[src/rtl/cci_mpf_dbg_history_ctrl_if.sv]
// Probe-side and history-buffer-write signals of the debug history controller.
// The controller uses the slave modport; the environment (probes plus buffer) uses master.
interface cci_mpf_dbg_history_ctrl_if #(
  parameter int N_CLIENTS          = 4,
  parameter int N_CLIENT_DATA_BITS = 28,
  parameter int N_ENTRIES          = 1024
);
  localparam int CW = $clog2(N_CLIENTS);
  localparam int IW = $clog2(N_ENTRIES);
  localparam int DW = N_CLIENT_DATA_BITS + CW;

  logic [N_CLIENTS-1:0]                    cl_valid;
  logic [N_CLIENTS*N_CLIENT_DATA_BITS-1:0] cl_data;
  logic [N_CLIENTS-1:0]                    cl_trigger;
  logic [N_CLIENTS-1:0]                    cl_ready;
  logic                                    hist_wr_en;
  logic [DW-1:0]                           hist_wr_data;
  logic [IW-1:0]                           hist_wr_idx;

  modport slave (
    input  cl_valid, cl_data, cl_trigger,
    output cl_ready, hist_wr_en, hist_wr_data, hist_wr_idx
  );

  modport master (
    output cl_valid, cl_data, cl_trigger,
    input  cl_ready, hist_wr_en, hist_wr_data, hist_wr_idx
  );
endinterface

[src/rtl/cci_mpf_dbg_history_ctrl.sv]
// Merges non-stallable debug probes into one ring-mode history buffer write stream,
// with round-robin arbitration and an arm/trigger/post-trigger/freeze capture FSM.
module cci_mpf_dbg_history_ctrl #(
  parameter int  N_CLIENTS          = 4,
  parameter int  N_CLIENT_DATA_BITS = 28,
  parameter int  N_ENTRIES          = 1024,
  localparam int CW                 = $clog2(N_CLIENTS),
  localparam int IW                 = $clog2(N_ENTRIES)
) (
  input  logic                       clk,
  input  logic                       reset,
  cci_mpf_dbg_history_ctrl_if.slave  bus,
  input  logic                       ctl_arm,
  input  logic                       ctl_stop,
  input  logic [IW-1:0]              ctl_post_count,
  output logic [1:0]                 st_state,
  output logic [IW-1:0]              st_trig_idx,
  output logic                       st_wrapped,
  output logic [15:0]                st_dropped
);
  localparam int DW = N_CLIENT_DATA_BITS + CW;

  typedef enum logic [1:0] {S_IDLE = 2'd0, S_ARMED = 2'd1, S_POST = 2'd2, S_FROZEN = 2'd3} state_t;

  state_t                                      state_q, state_d;
  logic [IW-1:0]                               cnt_q, cnt_d;
  logic [IW-1:0]                               wptr_q, wptr_d;
  logic                                        wrapped_q, wrapped_d;
  logic [15:0]                                 dropped_q, dropped_d;
  logic [IW-1:0]                               trig_idx_q, trig_idx_d;
  logic [CW-1:0]                               rr_ptr_q, rr_ptr_d;
  logic [N_CLIENTS-1:0]                        held_q, held_d;
  logic [N_CLIENTS-1:0]                        slot_trig_q, slot_trig_d;
  logic [N_CLIENTS-1:0][N_CLIENT_DATA_BITS-1:0] slot_data_q, slot_data_d;
  logic                                        wr_en_q, wr_en_d;
  logic [IW-1:0]                               wr_idx_q, wr_idx_d;
  logic [DW-1:0]                               wr_data_q, wr_data_d;

  logic                 grant_vld;
  logic [CW-1:0]        grant_id;
  logic [N_CLIENTS-1:0] grant;
  logic                 active;
  logic                 take;
  logic [16:0]          drop_sum;
  int                   n_drop;

  // NOTE: combinational blocks assign every output a default first, so no latch can be inferred.
  always_comb begin
    grant_vld = 1'b0;
    grant_id  = '0;
    grant     = '0;
    for (int k = 0; k < N_CLIENTS; k++) begin
      if (!grant_vld && held_q[(int'(rr_ptr_q) + k) % N_CLIENTS]) begin
        grant_vld = 1'b1;
        grant_id  = CW'((int'(rr_ptr_q) + k) % N_CLIENTS);
      end
    end
    grant[grant_id] = grant_vld;
  end

  assign bus.cl_ready = ~held_q | grant;
  assign active       = (state_q == S_ARMED) || (state_q == S_POST);
  // A grant in the stop cycle is dropped rather than written.
  assign take         = active && grant_vld && !ctl_stop;

  always_comb begin
    state_d     = state_q;
    cnt_d       = cnt_q;
    wptr_d      = wptr_q;
    wrapped_d   = wrapped_q;
    trig_idx_d  = trig_idx_q;
    rr_ptr_d    = rr_ptr_q;
    held_d      = held_q & ~grant;
    slot_trig_d = slot_trig_q;
    slot_data_d = slot_data_q;
    wr_en_d     = 1'b0;
    wr_idx_d    = wr_idx_q;
    wr_data_d   = wr_data_q;
    n_drop      = 0;

    if (active) begin
      for (int i = 0; i < N_CLIENTS; i++) begin
        if (bus.cl_valid[i] && bus.cl_ready[i]) begin
          held_d[i]      = 1'b1;
          slot_trig_d[i] = bus.cl_trigger[i];
          slot_data_d[i] = bus.cl_data[i*N_CLIENT_DATA_BITS +: N_CLIENT_DATA_BITS];
        end else if (bus.cl_valid[i]) begin
          n_drop = n_drop + 1;
        end
      end
    end
    drop_sum  = {1'b0, dropped_q} + 17'(n_drop);
    dropped_d = drop_sum[16] ? 16'hFFFF : drop_sum[15:0];

    if (take) begin
      wr_en_d   = 1'b1;
      wr_idx_d  = wptr_q;
      wr_data_d = {grant_id, slot_data_q[grant_id]};
      wptr_d    = wptr_q + 1'b1;
      rr_ptr_d  = (int'(grant_id) == N_CLIENTS - 1) ? '0 : grant_id + 1'b1;
      if (wptr_q == IW'(N_ENTRIES - 1)) wrapped_d = 1'b1;
    end

    case (state_q)
      S_IDLE, S_FROZEN: begin
        if (ctl_arm && !ctl_stop) begin
          state_d   = S_ARMED;
          wptr_d    = '0;
          wrapped_d = 1'b0;
          dropped_d = '0;
          cnt_d     = ctl_post_count;
        end
      end
      S_ARMED: begin
        if (ctl_stop) begin
          state_d = S_FROZEN;
        end else if (take && slot_trig_q[grant_id]) begin
          trig_idx_d = wptr_q;
          state_d    = (cnt_q == '0) ? S_FROZEN : S_POST;
        end
      end
      default: begin
        if (ctl_stop) begin
          state_d = S_FROZEN;
        end else if (take) begin
          cnt_d = cnt_q - 1'b1;
          if (cnt_q == IW'(1)) state_d = S_FROZEN;
        end
      end
    endcase

    if (state_d == S_IDLE || state_d == S_FROZEN) held_d = '0;
  end

  always_ff @(posedge clk) begin
    if (reset) begin
      state_q     <= S_IDLE;
      cnt_q       <= '0;
      wptr_q      <= '0;
      wrapped_q   <= 1'b0;
      dropped_q   <= '0;
      trig_idx_q  <= '0;
      rr_ptr_q    <= '0;
      held_q      <= '0;
      slot_trig_q <= '0;
      wr_en_q     <= 1'b0;
      wr_idx_q    <= '0;
      wr_data_q   <= '0;
    end else begin
      state_q     <= state_d;
      cnt_q       <= cnt_d;
      wptr_q      <= wptr_d;
      wrapped_q   <= wrapped_d;
      dropped_q   <= dropped_d;
      trig_idx_q  <= trig_idx_d;
      rr_ptr_q    <= rr_ptr_d;
      held_q      <= held_d;
      slot_trig_q <= slot_trig_d;
      wr_en_q     <= wr_en_d;
      wr_idx_q    <= wr_idx_d;
      wr_data_q   <= wr_data_d;
    end
  end

  // NOTE: slot payloads are qualified by held_q, so this storage needs no reset.
  always_ff @(posedge clk) begin
    slot_data_q <= slot_data_d;
  end

  assign bus.hist_wr_en   = wr_en_q;
  assign bus.hist_wr_idx  = wr_idx_q;
  assign bus.hist_wr_data = wr_data_q;
  assign st_state         = state_q;
  assign st_trig_idx      = trig_idx_q;
  assign st_wrapped       = wrapped_q;
  assign st_dropped       = dropped_q;
endmodule

[src/flat_wrapper.sv]
// flat-port wrapper written by rule: the top's interface ports become plain ports
module cci_mpf_dbg_history_ctrl_flat 
#(
  parameter int  N_CLIENTS          = 4,
  parameter int  N_CLIENT_DATA_BITS = 28,
  parameter int  N_ENTRIES          = 1024,
  localparam int CW                 = $clog2(N_CLIENTS),
  localparam int IW                 = $clog2(N_ENTRIES)
)
  (clk, reset, ctl_arm, ctl_stop, ctl_post_count, st_state, st_trig_idx, st_wrapped, st_dropped, bus_cl_valid, bus_cl_data, bus_cl_trigger, bus_cl_ready, bus_hist_wr_en, bus_hist_wr_data, bus_hist_wr_idx);
  cci_mpf_dbg_history_ctrl_if #(.N_CLIENTS(N_CLIENTS), .N_CLIENT_DATA_BITS(N_CLIENT_DATA_BITS), .N_ENTRIES(N_ENTRIES)) bus_i ();
  input  logic clk;
  input  logic reset;
  input  logic ctl_arm;
  input  logic ctl_stop;
  input  logic [IW-1:0] ctl_post_count;
  output logic [1:0] st_state;
  output logic [IW-1:0] st_trig_idx;
  output logic st_wrapped;
  output logic [15:0] st_dropped;
  input wire logic [$bits(bus_i.cl_valid)-1:0] bus_cl_valid;
  input wire logic [$bits(bus_i.cl_data)-1:0] bus_cl_data;
  input wire logic [$bits(bus_i.cl_trigger)-1:0] bus_cl_trigger;
  output wire logic [$bits(bus_i.cl_ready)-1:0] bus_cl_ready;
  output wire logic [$bits(bus_i.hist_wr_en)-1:0] bus_hist_wr_en;
  output wire logic [$bits(bus_i.hist_wr_data)-1:0] bus_hist_wr_data;
  output wire logic [$bits(bus_i.hist_wr_idx)-1:0] bus_hist_wr_idx;
  assign bus_i.cl_valid = bus_cl_valid;
  assign bus_i.cl_data = bus_cl_data;
  assign bus_i.cl_trigger = bus_cl_trigger;
  assign bus_cl_ready = bus_i.cl_ready;
  assign bus_hist_wr_en = bus_i.hist_wr_en;
  assign bus_hist_wr_data = bus_i.hist_wr_data;
  assign bus_hist_wr_idx = bus_i.hist_wr_idx;
  cci_mpf_dbg_history_ctrl #(.N_CLIENTS(N_CLIENTS), .N_CLIENT_DATA_BITS(N_CLIENT_DATA_BITS), .N_ENTRIES(N_ENTRIES)) u_core (.clk(clk), .reset(reset), .bus(bus_i), .ctl_arm(ctl_arm), .ctl_stop(ctl_stop), .ctl_post_count(ctl_post_count), .st_state(st_state), .st_trig_idx(st_trig_idx), .st_wrapped(st_wrapped), .st_dropped(st_dropped));
endmodule
[config.mk]
export PLATFORM = sky130hd
export DESIGN_NAME = cci_mpf_dbg_history_ctrl_flat
export DESIGN_NICKNAME = d
export VERILOG_FILES = /design/src/rtl/cci_mpf_dbg_history_ctrl_if.sv /design/src/rtl/cci_mpf_dbg_history_ctrl.sv /design/src/flat_wrapper.sv
export SDC_FILE = /design/constraint.sdc
export NUM_CORES = 1
export LEC_CHECK = 0
export BUFFER_PORTS_ARGS = -buffer_cell sky130_fd_sc_hd__buf_2
export CORE_ASPECT_RATIO = 1.5
export CORE_UTILIZATION = 58
export CTS_BUF_LIST = sky130_fd_sc_hd__clkbuf_8 sky130_fd_sc_hd__clkbuf_16
export CTS_CLUSTER_SIZE = 40
export DETAILED_ROUTE_END_ITERATION = 7
export GPL_TIMING_DRIVEN = 0
export PLACE_DENSITY = 0.85
export SETUP_SLACK_MARGIN = 0.05
export SYNTH_ARGS = -nofsm -noshare
export SYNTH_HDL_FRONTEND = slang
export SYNTH_SLANG_ARGS = --single-unit
export TNS_END_PERCENT = 1
[constraint.sdc]
create_clock -name clk -period 15.17 [get_ports clk]
set_input_delay 3.034 -clock clk [delete_from_list [all_inputs] [get_ports clk]]
set_output_delay 3.034 -clock clk [all_outputs]
set_load 0.01 [all_outputs]
==> summary by stage <==
Outcome
The flow ran to the end, and the final reports show no timing, DRC or antenna violations.

Timing
Adding up every negative setup slack in the final design gives 0 ns. The highest achievable clock rate is 157 MHz. The max-slew violation count is 0. Of the available clock period, the critical path in the final layout requires 0.420.

Setup violations remaining at the end of the flow were counted as 0. On the final layout, the worst clock skew is 0.00807 ns. Setup repair after global routing left no endpoint under its margin. The minimum period implied by the final worst setup slack is 6.37 ns. The transition time at the pin with the least slew margin is 1.00 ns. The worst pin sits at a relative slew slack of 0.331. The number of hold violations in the final report is 0.

Job
The total of max-cap violations is 0.

Floorplanning
The count of pins on the block boundary is 208. Measured along the x axis, the die boundary spans 102 um. The die area is 15500 um^2. The region available for standard cell placement spans 14600 um^2. The row count is 54.

The die boundary height is 152 um. The starting density of the core is 0.598.

Synthesis
The most area-hungry cell type in the Yosys netlist is sky130_fd_sc_hd__edfxtp_1. The mean instance size in the synthesized netlist is 10.8 um^2. The most frequent cell after synthesis is sky130_fd_sc_hd__nand2_1. The area share of the leading cell type in the synthesized netlist is 0.385. The distinct cell type count of the synthesized netlist is 60. Of the synthesized area, sequential elements account for 0.615. Ranked by total cell area, the synthesized netlist is headed by sky130_fd_sc_hd__edfxtp_1, sky130_fd_sc_hd__dfxtp_1, sky130_fd_sc_hd__nand2_1. For this run, the leading register cell type out of synthesis is sky130_fd_sc_hd__edfxtp_1.

The number of flip-flops and latches in the synthesized netlist is 212. Yosys printed 0 warnings. By count the netlist is led by sky130_fd_sc_hd__nand2_1, sky130_fd_sc_hd__edfxtp_1, sky130_fd_sc_hd__dfxtp_1.

The mapped netlist covers 8730 um^2. The number of enable flip-flop cells after synthesis is 112. The fraction of synthesis flops using an asynchronous set or reset pin is 0. The number of nets handed over by synthesis was 954. Counting every instance in the synthesized netlist gives 806.

Route
The remaining antenna violation count is 0. Summing over every cut layer, the via total after detailed routing is 7096. For this run, design rule violations remaining after detail routing come to 0. Summed over all layers, the routed wires come to 22.3 mm. Dividing the detail-routed via count by the number of cells gives 5.68. The count of TritonRoute iterations in the first routing pass is 5. The count of routing violations after the opening detailed-route iteration is 314.

Dividing the detail-routed wire length by the instance count gives 17.8 um.

Power
In this run the static leakage power is 4.28 nW. The peak supply drop is 0.129 mV. The overall power consumption is 1.68 mW.

Power spread over the standard cell area amounts to 156 nW/um^2.

Clock network
The clock slew seen by the registers of the worst setup and hold paths is 0.07 ns. The H-tree depth is 1. The maximum buffer depth of the clock tree is 3. For this design, the CTS-stage hold fixing added 0 buffers. The quantity of gates resized following cts is 0. The clock tree from TritonCTS is yes.

The root buffer cell chosen for the clock tree is sky130_fd_sc_hd__clkbuf_16. The total clock buffers created by CTS is 20. The number of setup buffers added after CTS is 0.

The later pin in the worst-skew pair is clocked with a latency of 0.48 ns. The count of clock tree sinks is 212.

Layout
The multi-input combinational cells in the finished layout cover a total of 3140 um^2. In the final layout, the share of cells above drive strength 1 is 0.256. The total of fill cells in the finished design is 1070.

The area growth from synthesis to layout is 23.5%. In the final design database the tool counted 1185 nets. The sequential cells in the finished layout cover a total of 5370 um^2.

Setup path
Data on the critical path arrives at its endpoint at 6.71 ns. STA classifies the critical path startpoint as a primary input. The type of the setup path with the least slack is in2reg. In this run the worst path has a maximum fanout of 10. For the worst setup path, the data required time is 15.51 ns.

The type of destination of the critical path is a flop.

GRT
The first global-routing pass estimated 34.2 mm of wire. The overall overflow remaining after global route is 0. Entering global routing, the biggest net connects 30 pins. The number of antenna violations at the first check in global routing is 3.

Across every metal layer, demand over resource in global routing totals 0.285. The via count of the first global-routing pass came to 7061.

Hold path
The class of the tightest hold or removal check is reg2reg.

Placed design
The number of buffers added on ports is 207. The last weighted congestion value of the routability-driven placer is 0.845. The placed wire-length estimate after detailed placement is 15.6 mm.
path summary, 6_finish.rpt:
kind	cells past startpoint	to	start	slack (ns)
setup / recovery	17	u_core.st_dropped[4]	bus_cl_valid[0]	8.80
setup reg to reg	23	u_core.st_dropped[4]	u_core.rr_ptr_q[1]	9.27
hold reg to reg	2	u_core.bus.hist_wr_idx[9]	u_core.bus.hist_wr_idx[9]	0.45
hold / removal	2	u_core.bus.hist_wr_idx[9]	u_core.bus.hist_wr_idx[9]	0.45
flip-flops by register name, summed over array words and instances (netlist names), 10 cells and up:
register	flops
u_core.wptr_q	10
u_core.bus.hist_wr_idx	10
u_core.slot_data_q	112
u_core.bus.hist_wr_data	30
u_core.st_dropped	16
u_core.st_trig_idx	10
u_core.cnt_q	10
through the flow:
step | setup slack, ns | std cells | hold WS [ns] | util | instance area, um^2
floorplan | 8.94 | 806 | 0.453 | - | 8730
global placement | 8.43 | 1209 | 0.440 | 0.686 | 10000
detailed placement | 8.35 | 1211 | 0.444 | 0.691 | 10100
CTS | 8.84 | 1247 | 0.453 | 0.738 | 10800
global route | 8.44 | 1250 | 0.474 | 0.738 | 10800
finish | 8.80 | 1250 | 0.451 | 0.738 | 10800
where the power goes:
| part | internal, mW | total [mW] | leakage (nW) | switching [mW] |
|---|---|---|---|---|
| registers | 0.705 | 0.737 | 1.83 | 0.0319 |
| clock network | 0.307 | 0.515 | 0.344 | 0.207 |
| logic | 0.142 | 0.426 | 2.11 | 0.284 |
worst max-delay path, stage by stage:
cell	delay, ns
sky130_fd_sc_hd__buf_2	0.09
sky130_fd_sc_hd__inv_1	0.03
sky130_fd_sc_hd__nor2_1	0.14
sky130_fd_sc_hd__ha_1	0.26
sky130_fd_sc_hd__mux2_2	0.29
sky130_fd_sc_hd__ha_1	0.27
sky130_fd_sc_hd__mux2_2	0.30
sky130_fd_sc_hd__ha_1	0.30
sky130_fd_sc_hd__nor2_1	0.10
sky130_fd_sc_hd__nor3_1	0.09
sky130_fd_sc_hd__fa_1	0.46
sky130_fd_sc_hd__a21o_1	0.17
sky130_fd_sc_hd__a21oi_1	0.28
sky130_fd_sc_hd__nor3_1	0.12
sky130_fd_sc_hd__nand3_1	0.23
sky130_fd_sc_hd__clkbuf_1	0.42
sky130_fd_sc_hd__a21oi_1	0.12
logic make-up after synthesis:
family,count (synthesis),synth area share
AO/OA/AOI/OAI,183,0.143
flip-flops,212,0.615
AND/OR/NAND/NOR,293,0.151
buffers and inverters,66,0.0291
adder cells (fa/ha/maj),14,0.0209
XOR/XNOR,18,0.0181
multiplexers,20,0.0232
placed cells by master, fill, tap and decap left out, types with 11 or more instances in the layout:
cell | Yosys | routed
sky130_fd_sc_hd__xor2_1 | 12 | 12
sky130_fd_sc_hd__dfxtp_1 | 100 | 100
sky130_fd_sc_hd__nand2b_1 | 11 | 11
sky130_fd_sc_hd__o21ai_0 | 18 | 18
sky130_fd_sc_hd__buf_2 | 5 | 212
sky130_fd_sc_hd__nor2_1 | 83 | 82
sky130_fd_sc_hd__clkbuf_16 | 0 | 21
sky130_fd_sc_hd__a221oi_1 | 23 | 23
sky130_fd_sc_hd__mux2i_1 | 18 | 18
sky130_fd_sc_hd__nand3_1 | 29 | 29
sky130_fd_sc_hd__inv_1 | 16 | 18
sky130_fd_sc_hd__ha_1 | 13 | 13
sky130_fd_sc_hd__clkbuf_1 | 43 | 43
sky130_fd_sc_hd__nand2_1 | 124 | 124
sky130_fd_sc_hd__edfxtp_1 | 112 | 112
sky130_fd_sc_hd__a21oi_1 | 76 | 75
sky130_fd_sc_hd__a211oi_1 | 26 | 26
cell type report:
| type | instances | share of cell area |
|---|---|---|
| clock buffers | 22 | 0.0501 |
| inverters | 17 | 0.00592 |
| plain buffers | 49 | 0.0177 |
| flip-flops and latches | 212 | 0.498 |
| well taps | 196 | 0.0228 |
| repair buffers | 209 | 0.0999 |
| diodes | 3 | 0.000697 |
| multi-input cells | 528 | 0.292 |
| clock inverters | 14 | 0.0135 |
per-layer routing:
metal  GRT usage  vias to the layer above  routed length, um
met5           0                        -                  0
met4       0.133                        0                903
met3      0.0638                       64               1590
met2       0.523                      303              11900
met1       0.301                     3362               7910
li1            -                     3367                  -
No activity file was read; power rests on OpenSTA's default activity.
